<file path="src/rtl/i2c_rx_byte_fifo.sv">
// ---------------------------------------------------------------------------
// i2c_rx_byte_fifo
// Byte buffer between the I2C controller's received-data output and the
// host-side logic. Each byte the controller flags as complete is stored in a
// first-word-fall-through FIFO and handed on over a valid/ready handshake.
// When the host falls behind, new bytes are dropped rather than stalling the
// bus side, and the drops are counted in a saturating counter.
// ---------------------------------------------------------------------------
module i2c_rx_byte_fifo #(
   parameter int DEPTH  = 8,
   parameter int ADDR_W = 3,
   parameter int DROP_W = 8
) (
   input  logic              i_clk,
   input  logic              i_rst_n,
   input  logic [7:0]        i_inData,
   input  logic              i_inValid,
   output logic [7:0]        o_outData,
   output logic              o_outValid,
   input  logic              i_outReady,
   output logic [ADDR_W:0]   o_level,
   output logic              o_full,
   output logic              o_empty,
   output logic              o_overflow,
   output logic [DROP_W-1:0] o_dropCount,
   input  logic              i_clrOvf
);

   // Occupancy value that means "every entry holds a byte".
   localparam logic [ADDR_W:0] LP_FULL_LEVEL = DEPTH[ADDR_W:0];

   logic [7:0]        r_mem [DEPTH];
   logic [ADDR_W-1:0] r_wrPtr;
   logic [ADDR_W-1:0] r_rdPtr;
   logic [ADDR_W:0]   r_level;
   logic              r_full;
   logic              r_empty;
   logic              r_overflow;
   logic [DROP_W-1:0] r_dropCount;

   logic              w_push;
   logic              w_pop;
   logic              w_drop;
   logic [ADDR_W:0]   w_levelNext;

   // Handshake decode. A pop frees a slot in the same edge, so a push into a
   // full FIFO is still accepted when the head byte leaves at the same time.
   // Only a push that finds the FIFO full with no pop turns into a drop.
   always_comb begin
      w_pop  = 1'b0;
      w_push = 1'b0;
      w_drop = 1'b0;
      w_pop  = !r_empty && i_outReady;
      w_push = i_inValid && (!r_full || w_pop);
      w_drop = i_inValid && r_full && !w_pop;
   end

   // Next occupancy: up on a lone push, down on a lone pop, unchanged when
   // both or neither happen. FULL/EMPTY are derived from this so they are
   // registered alongside the level itself.
   always_comb begin
      w_levelNext = r_level;
      case ({w_push, w_pop})
         2'b10:   w_levelNext = r_level + 1'b1;
         2'b01:   w_levelNext = r_level - 1'b1;
         default: w_levelNext = r_level;
      endcase
   end

   // Storage array. It carries no reset because an entry is only ever read
   // after a push has written it; the pointers alone define what is valid.
   always_ff @(posedge i_clk) begin
      if (w_push) begin
         r_mem[r_wrPtr] <= i_inData;
      end
   end

   // Pointers, occupancy and the registered full/empty flags. The pointers
   // are exactly log2(DEPTH) bits wide so they wrap naturally.
   always_ff @(posedge i_clk or negedge i_rst_n) begin
      if (!i_rst_n) begin
         r_wrPtr <= '0;
         r_rdPtr <= '0;
         r_level <= '0;
         r_full  <= 1'b0;
         r_empty <= 1'b1;
      end else begin
         if (w_push) begin
            r_wrPtr <= r_wrPtr + 1'b1;
         end
         if (w_pop) begin
            r_rdPtr <= r_rdPtr + 1'b1;
         end
         r_level <= w_levelNext;
         r_full  <= (w_levelNext == LP_FULL_LEVEL);
         r_empty <= (w_levelNext == '0);
      end
   end

   // Overflow bookkeeping. A drop in the same cycle as a clear wins, leaving
   // the sticky flag set and the counter at one so that drop is not lost.
   // The counter sticks at all-ones instead of wrapping back to a small value.
   always_ff @(posedge i_clk or negedge i_rst_n) begin
      if (!i_rst_n) begin
         r_overflow  <= 1'b0;
         r_dropCount <= '0;
      end else begin
         if (w_drop) begin
            r_overflow <= 1'b1;
            if (i_clrOvf) begin
               r_dropCount <= {{(DROP_W-1){1'b0}}, 1'b1};
            end else if (r_dropCount != '1) begin
               r_dropCount <= r_dropCount + 1'b1;
            end
         end else if (i_clrOvf) begin
            r_overflow  <= 1'b0;
            r_dropCount <= '0;
         end
      end
   end

   // Output drive. The head byte is read straight from the array with no
   // latency; it is forced to zero while empty so the data bus shows a clean
   // value during and right after reset instead of stale memory contents.
   always_comb begin
      o_outData   = 8'h00;
      if (!r_empty) begin
         o_outData = r_mem[r_rdPtr];
      end
      o_outValid  = !r_empty;
      o_level     = r_level;
      o_full      = r_full;
      o_empty     = r_empty;
      o_overflow  = r_overflow;
      o_dropCount = r_dropCount;
   end

endmodule

</file>
<file path="config.mk">
export PLATFORM = sky130hd
export DESIGN_NAME = i2c_rx_byte_fifo
export DESIGN_NICKNAME = d
export VERILOG_FILES = /design/src/rtl/i2c_rx_byte_fifo.sv
export SDC_FILE = /design/constraint.sdc
export NUM_CORES = 1
export LEC_CHECK = 0
export ABC_AREA = 1
export BUFFER_PORTS_ARGS = -buffer_cell sky130_fd_sc_hd__buf_4
export CAP_MARGIN = 10
export CORE_MARGIN = 3
export CORE_UTILIZATION = 58
export DETAILED_ROUTE_END_ITERATION = 16
export PLACE_DENSITY = 0.78
export SLEW_MARGIN = 10
export SYNTH_ARGS = -nofsm -noshare
export SYNTH_HDL_FRONTEND = slang
export SYNTH_SLANG_ARGS = --single-unit
</file>
<file path="constraint.sdc">
create_clock -name i_clk -period 2.8 [get_ports i_clk]
set_input_delay 0.56 -clock i_clk [delete_from_list [all_inputs] [get_ports i_clk]]
set_output_delay 0.56 -clock i_clk [all_outputs]
set_load 0.02 [all_outputs]
</file>
### Yosys cells after proc, flatten, opt, wreduce, memory -nomap -nowiden

Memory sizes are Yosys's and may differ from the RTL's.
Cells that the tools add are included.

| storage, ports and cells | value |
|---|---|
| bits in registers | 21 |
| memory bits (writable) | 64 |
| input bits | 13 |
| output and inout port bits | 24 |
| word-level logic and storage cells | 39 |
| memories | 1 |

| cells by class | value |
|---|---|
| add/sub/neg operators | 5 |
| eq/ne operators | 4 |
| multiplexer cells | 10 |
| reductions and logical operators | 12 |

Memory list:

| memory | words | width | rd ports | clocked after Yosys merged registers in | wr ports | line | source |
|---|---|---|---|---|---|---|---|
| r_mem | 8 | 8 | 1 | 0 | 1 | 32 | `logic [7:0] r_mem [DEPTH];` |

Operators with widths:

| kind | number |
|---|---|
| 8-bit 2-to-1 mux | 5 |
| 8-bit by 1-bit adder with 8-bit output (second input constant) | 1 |
| 8-bit inequality test (second input constant) | 1 |
| 4-bit case mux with 2 select lines | 1 |
| 3-bit by 1-bit adder with 3-bit output (second input constant) | 2 |
| 4-bit by 1-bit adder with 4-bit output (second input constant) | 1 |
| 4-bit == test (second input constant) | 1 |
| 1-bit logical AND | 4 |
| 4-bit zero test | 1 |
| 1-bit 2-to-1 mux | 4 |
| 2-bit nonzero test | 2 |
| 4-bit by 1-bit subtractor with 4-bit output (second input constant) | 1 |
| 1-bit zero test | 3 |
| 2-bit by 1-bit == test with 1-bit output (second input constant) | 1 |
| 2-bit == test (second input constant) | 1 |
| 2-bit AND reduction | 1 |
| 1-bit logical OR | 1 |

### Depth between registers and ports, before layout

Gate-level depths: netlist of the first run.

| depth | value |
|---|---|
| depth after elaboration | 7 |
| mapped depth | 15 |
| depth with buffers taken out | 15 |

### Worst setup path after synthesis of the first run

No wires, ideal clock.

| path | value |
|---|---|
| path type | reg2reg |
| from | register r_empty (netlist: o_empty) |
| to | register r_full (netlist: o_full) |
| arrival time | 1,989 ps |
| required time | 2,675 ps |
| path slack | 686 ps |
| stages on the path, launching flop included | 16 |
| path buffers | 0 |
| cells stage by stage | dfstp_2 > inv_2 > nand2_4 > nand2_1 > nand2_2 > ha_1 > nand2_1 > inv_1 > nor2_1 > ha_1 > a21oi_1 > inv_1 > nand2_1 > nand3_1 > o211ai_1 > nor2_1 |

| on the way | value |
|---|---|
| longest elaborated chain between the ends | 7 |

RTL lines:

| item | line | source |
|---|---|---|
| start: declaration | 37 | `logic r_empty;` |
| start signal: assignment | 96 | `r_empty <= (w_levelNext == '0);` |
| 1-bit zero test * | n/a |  |
| net o_outValid | 19 | `output logic o_outValid,` |
| 1-bit logical AND * | 53 | `w_pop = !r_empty && i_outReady;` |
| 1-bit logical OR | 54 | `w_push = i_inValid && (!r_full \|\| w_pop);` |
| 1-bit logical AND | 54 |  |
| 2-bit by 1-bit == test with 1-bit output / 2-bit == test (equally long branches) | 63 | `case ({w_push, w_pop})` |
| 4-bit case mux with 2 select lines * | 63 |  |
| 4-bit == test * | 95 | `r_full <= (w_levelNext == LP_FULL_LEVEL);` |
| end signal: assignment | 95 |  |
| end: declaration | 36 | `logic r_full;` |

The timed path passes the listed nets; every way through them passes the cells marked *.
A chain may end at the register's enable or synchronous reset.

### Worst setup path after layout of the first run

| path | value |
|---|---|
| from | register r_rdPtr[0] |
| to | output o_outData[7] |

| on the way | value |
|---|---|
| longest elaborated chain between the ends | 2 |

RTL lines:

| item | line | source |
|---|---|---|
| start: declaration | 34 | `logic [ADDR_W-1:0] r_rdPtr;` |
| start signal: assignment | 92 | `r_rdPtr <= r_rdPtr + 1'b1;` |
| memory read 8 x 8 bit | n/a |  |
| 8-bit 2-to-1 mux | 127 | `if (!r_empty) begin` |
| end: declaration | 18 | `output logic [7:0] o_outData,` |

Every way passes these cells.

==> out/results.tsv, run 1 <==
metric	value	unit
via count	2717	
CTS clk-pin slew, worst paths	0.08	ns
CTS HTree Levels	3	
GR Util All Layers	22.8	%
Remaining DRCs	0	
P_leak	1.75	nW
gpl congestion	0.907	
RSZ-0062 raised after global routing	no	
core area	6100	um2
Worst EP required	2.24	ns
CTS buffer count	9	
Setup TNS Final	0	ns
Synth Area in Compound Gates	9.26	%
DP HPWL	5300	um
Slew Viols, Final	0	
final worst path period need	2.52	ns
worst setup margin	0.283	ns
Most used DFF post-synth	edfxtp_1	
NetSw	1.64	mW
CTS tree	yes	
Max Fclk	0.397	GHz
Row Count	28	
Worst Reg-to-Reg Cells	13	
IO Pins	37	
diodes inserted	0	
Crit path arrival time	1.96	ns
PostCTS Resize Cnt	0	
sequential share of the synthesized area	65.2	%
GR Overflow Total	0	
Adder-Cell Fraction of Synth Area	2.00	%
logic gate share of total power	38.6	%
number of global-route vias before repair	2684	
most used routing layer in global routing	met2	
synthesized flop and latch total	85	
die width	86.5	um
worst hold path class	in2async	
Hold Buf Count CTS	0	
Post-Synth XOR/XNOR Area	1.40	%
pin count of the biggest net entering global routing	35	
syn_area_per_cell	10.6	um2
Clk pwr share	21.5	%
DIE HEIGHT	86.5	um
Final Setup Violations	0	
maximum vdd drop	0.654	mV
Mapped Cells	356	
vias per inst	5.71	
final wirelength	7890	um
simple-gate share of the synthesized area	18.4	%
die area	7480	um2
Post-synth EDFFs	64	
worst setup path category	reg2out	
GR Util met2	36.0	%
Setup WS pre-CTS	0.531	ns
Routed wire per std cell	16.6	um
Cell Pwr Density	997	nW/um2
Internal	2.65	mW
Syn-to-layout area delta	14.5	%
FILL cells	464	
Post-synth ARST share	24.7	%
Final period util	89.9	%
TritonRoute pass-1 iters	5	
clock skew	0.00624	ns
mapped cell area	3760	um2
clk_lat worst skew	0.35	ns
met1 Track Usage GR	31.6	%
final hold violation count	0	
Slew HR	45.9	%
status	completed	
CP endpoint kind	primary output	
nets@finish	415	
number of I/O port buffers	36	
layout cells sized above 1	17.2	%
Routed Antenna Nets	0	
Setup Fix Bufs, Post-CTS	0	
worst-margin pin slew	0.809	ns
mux cell area share after synthesis	0	%
Max Root-Sink Buffers	2	
Worst Path Max Fanout	33	
largest family of logic cells by synthesized area	simple AND/OR/NAND/NOR gates	
global-route wire length before repair	12800	um
initial antenna violation count	0	
met3 usage	4.66	%
switch share	38.2	%
Net Count, Synth	375	
Ys Warns	0	
CTS Sinks	85	
Critical Path Source Type	flop	
# Max-Cap Violations	0	
Yosys cell types	31	
root buf cell	clkbuf_8	
Sequential Power Share	39.9	%
Detailed Route Iter0 Violations	227	
Initial Util	61.6	%
## power groups by stage
stage	combinational, mW	sequential, mW	clock (mW)
detailed placement	1.65	1.73	0
CTS	1.66	1.71	0.929
finish	1.65	1.71	0.923
floorplan	1.05	1.76	0
global placement	1.58	1.72	0
global route	1.84	1.73	0.993
## cell usage after synthesis, types with 2 or more instances
cell type | count | share of area (%)
a21oi_1 | 2 | 0.27
buf_2 | 6 | 0.80
dfrtp_1 | 20 | 13
edfxtp_1 | 64 | 51
ha_1 | 6 | 2.0
inv_1 | 19 | 1.9
inv_2 | 2 | 0.20
nand2_1 | 45 | 4.5
nand2_2 | 2 | 0.33
nand2_4 | 3 | 0.90
nand3_1 | 20 | 2.7
nand4_1 | 2 | 0.33
nor2_1 | 81 | 8.1
o211ai_1 | 2 | 0.40
o21ai_0 | 52 | 6.9
o21ai_1 | 9 | 1.2
o21ai_2 | 2 | 0.47
or2_2 | 2 | 0.33
xnor2_1 | 2 | 0.47
xor2_1 | 4 | 0.93
## final timing paths
check                       startpoint             end  slack [ns]
setup reg to reg               o_empty          o_full        0.56
min in group i_clk         i_inData[7]     r_mem[0][7]        0.45
setup / recovery            r_rdPtr[0]    o_outData[7]        0.28
max in group asynchronous      i_rst_n         o_empty        2.44
hold reg to reg             o_overflow      o_overflow        0.50
hold / removal                 i_rst_n  o_dropCount[3]        0.08
## logic make-up after synthesis
kind of cell | count (synthesis)
flip-flops | 85
AND/OR/NAND/NOR | 160
buffers and inverters | 32
XOR/XNOR | 6
AO/OA/AOI/OAI | 67
adder cells (fa/ha/maj) | 6
## worst max-delay path, cell delays in order (launching register included)
cell,delay [ns]
dfrtp_1,0.41
inv_2,0.43
o21ai_0,0.20
o21ai_0,0.13
o21ai_0,0.12
nor2_1,0.14
buf_4,0.16
## placed cells by master (no fill, tap or decap), drive strengths merged
cell / Yosys / routed
dfstp: 1 / 1
nor3: 1 / 1
a21oi: 2 / 2
or2: 3 / 3
nand4: 3 / 3
buf: 8 / 40
nand3: 21 / 21
edfxtp: 64 / 64
xnor2: 2 / 2
nand2: 50 / 50
clkbuf: 3 / 9
o211ai: 2 / 2
nor2: 82 / 82
bufinv: 0 / 2
xor2: 4 / 4
inv: 21 / 21
o21ai: 63 / 63
ha: 6 / 6
clkinv: 0 / 5
dfrtp: 20 / 20
## layer usage
layer  share of wire [%]  wire (um)  vias to the layer above
li1                    -          -                     1292
met2                  49       3890                       83
met1                  44       3470                     1336
met5                   0          0                        -
met4                0.66         52                        0
met3                 6.1        481                        6
## area by class of cell
cell class	count	area (um2)	share of cell area, %
timing repair buffer	40	300	6.98
sequential	85	2450	56.9
inverter	21	78.8	1.83
multi-input combinational	239	1160	27.1
tap	75	93.8	2.18
clock inverter	7	90.1	2.09
clock buffer	9	124	2.88
## flip-flops by register name, indices dropped and copies added, names as in the netlist
name         flops
o_empty          1
o_full           1
r_wrPtr          3
o_level          4
r_rdPtr          3
r_mem           64
o_dropCount      8
o_overflow       1
## through the flow
step / utilization, % / hold slack [ns] / std cells / total power [mW] / area (um2)
2_1_floorplan: - / 0.264 / 356 / 2.81 / 3760
3_3_place_gp: 67.0 / 0.459 / 460 / 3.31 / 4090
3_5_place_dp: 67.0 / 0.461 / 460 / 3.38 / 4090
4_1_cts: 70.5 / 0.0849 / 476 / 4.29 / 4300
5_1_grt: 70.5 / 0.0821 / 476 / 4.57 / 4300
6_report: 70.5 / 0.0839 / 476 / 4.29 / 4300
Note: power is estimated with default switching activity, not from simulation.
==> run 2, diff against run 1 <==
--- a/config.mk
+++ b/config.mk
@@ -11,7 +11,7 @@
 export CORE_MARGIN = 3
 export CORE_UTILIZATION = 58
 export DETAILED_ROUTE_END_ITERATION = 16
-export PLACE_DENSITY = 0.78
+export PLACE_DENSITY_LB_ADDON = 0.05
 export SLEW_MARGIN = 10
 export SYNTH_ARGS = -nofsm -noshare
 export SYNTH_HDL_FRONTEND = slang
==> run 2 against run 1 <==
Fmax increased by 6.4%. Critical path depth unchanged. Largest cell class unchanged. Critical path type unchanged. Register-to-register slack about the same. Flip-flop and latch count unchanged. Critical endpoint is now o_outData[2]. Worst setup slack improved by 0.15 ns. Clock power decreased by 17%. Largest power group unchanged. Cell count increased by 1.5%. Total power decreased by 2.6%.
==> out/results.tsv, run 2 (same netlist as run 1, synthesis figures left out) <==
metric	value	unit
number of I/O port buffers	36	
WHS	0.0907	ns
Internal	2.59	mW
CP endpoint kind	primary output	
logic gate share of total power	40.4	%
Critical Path Source Type	flop	
Slew Viols, Final	0	
Initial Util	61.6	%
Layout Cells excl Fill	483	
# Max-Cap Violations	0	
Max Root-Sink Buffers	2	
maximum vdd drop	0.641	mV
die width	86.5	um
CTS tree	yes	
Routed wire per std cell	15.8	um
DIE HEIGHT	86.5	um
Setup Fix Bufs, Post-CTS	0	
Row Count	28	
die area	7480	um2
global-route wire length before repair	12700	um
switch share	38.0	%
nets@finish	425	
GR Util All Layers	22.5	%
Largest register FFs	64	
final instance area	4330	um2
GR Overflow Total	0	
flop-to-flop setup slack	0.55	ns
Routed Antenna Nets	0	
area of the multi-input gates	1160	um2
Post-Place Cell Area	4160	um2
CTS HTree Levels	3	
CTS clk-pin slew, worst paths	0.07	ns
most frequent cells in the layout	nor2_1 (81), edfxtp_1 (64), o21ai_0 (52), buf_4 (50), nand2_1 (45)	
Worst Path Max Fanout	32	
Final Setup Violations	0	
pin count of the biggest net entering global routing	33	
worst setup path category	reg2out	
Setup TNS Final	0	ns
Crit path arrival time	1.81	ns
Worst EP required	2.24	ns
Max Fclk	0.423	GHz
Sequential Power Share	41.3	%
final hold violation count	0	
Syn-to-layout area delta	15.2	%
vias per inst	5.58	
TritonRoute pass-1 iters	5	
Hold Buf Count CTS	0	
IO Pins	37	
Final period util	84.5	%
Sequential Area	2450	um2
Slew HR	68.3	%
CTS buffer count	9	
Remaining DRCs	0	
final wirelength	7640	um
NetSw	1.59	mW
Cell Pwr Density	965	nW/um2
Worst R2R Start	o_empty	
PostCTS Resize Cnt	0	
initial antenna violation count	0	
layout cells sized above 1	18.6	%
status	completed	
worst hold path class	in2async	
final worst path period need	2.37	ns
Clk pwr share	18.4	%
clock skew	0.00870	ns
Detailed Route Iter0 Violations	205	
CTS Sinks	85	
Tot Pwr	4.18	mW
Worst R2R End	o_full	
via count	2695	
P_leak	1.78	nW
gpl congestion	0.876	
clk_lat worst skew	0.34	ns
diodes inserted	0	
RSZ-0062 raised after global routing	no	
most common cell after layout, fill and taps aside	nor2_1	
Top reg by flops	r_mem	
DP HPWL	5170	um
number of global-route vias before repair	2602	
worst-margin pin slew	0.474	ns
core area	6100	um2
FILL cells	441	
Worst Reg-to-Reg Cells	15	
Placed Instances	470	
root buf cell	clkbuf_8	
==> run 2: cell types whose count changed in the layout (fill, tap and decap cells not counted) <==
cell       change
buf_4         +10
bufinv_16      -1
clkinv_4       -2
==> run 2: worst max-delay path by stage <==
stage	slack, ns	cells past startpoint	startpoint	end
after floorplan	0.69	15	o_empty	o_full
after global placement	0.64	15	i_outReady	o_full
after detailed placement	0.54	15	i_outReady	o_full
after CTS	0.40	4	r_rdPtr[2]	o_outData[2]
after global routing	0.23	6	r_rdPtr[1]	o_outData[7]
final	0.43	6	r_rdPtr[1]	o_outData[2]
==> run 2: routing by layer <==
| layer | vias to the layer above | GRT usage, % | share of wire (%) |
|---|---|---|---|
| met1 | 1272 | 31.3 | 44 |
| met4 | 0 | 11.3 | 2.5 |
| met3 | 16 | 3.61 | 5.0 |
| met5 | - | 0 | 0 |
| met2 | 93 | 34.6 | 48 |
| li1 | 1314 | - | - |
==> run 2: per-stage QoR <==
step,utilization (%),setup slack [ns]
2_1_floorplan,-,0.686
3_3_place_gp,68.3,0.638
3_5_place_dp,68.3,0.537
4_1_cts,71.0,0.397
5_1_grt,71.0,0.225
6_report,71.0,0.433
==> run 2: power by group through the flow <==
stage	combinational (mW)	sequential (mW)	clock, mW
floorplan	1.05	1.76	0
global placement	1.65	1.74	0
detailed placement	1.68	1.75	0
CTS	1.70	1.72	0.778
global route	1.90	1.74	0.835
finish	1.69	1.72	0.767
==> run 2: layout make-up <==
class                   instances  share of cell area, %
clock buffers                   9                   2.86
clock inverters                 4                  0.983
inverters                      21                   1.82
multi-input cells             239                   26.9
flip-flops and latches         85                   56.6
well taps                      75                   2.17
repair buffers                 50                   8.67
==> run 2: critical path: stages, from the launching register on <==
cell and delay, ns:
dfrtp_1 0.39, buf_4 0.34, o21ai_0 0.17, o21ai_0 0.20, nor2_1 0.06, nor2_1 0.15, buf_4 0.16
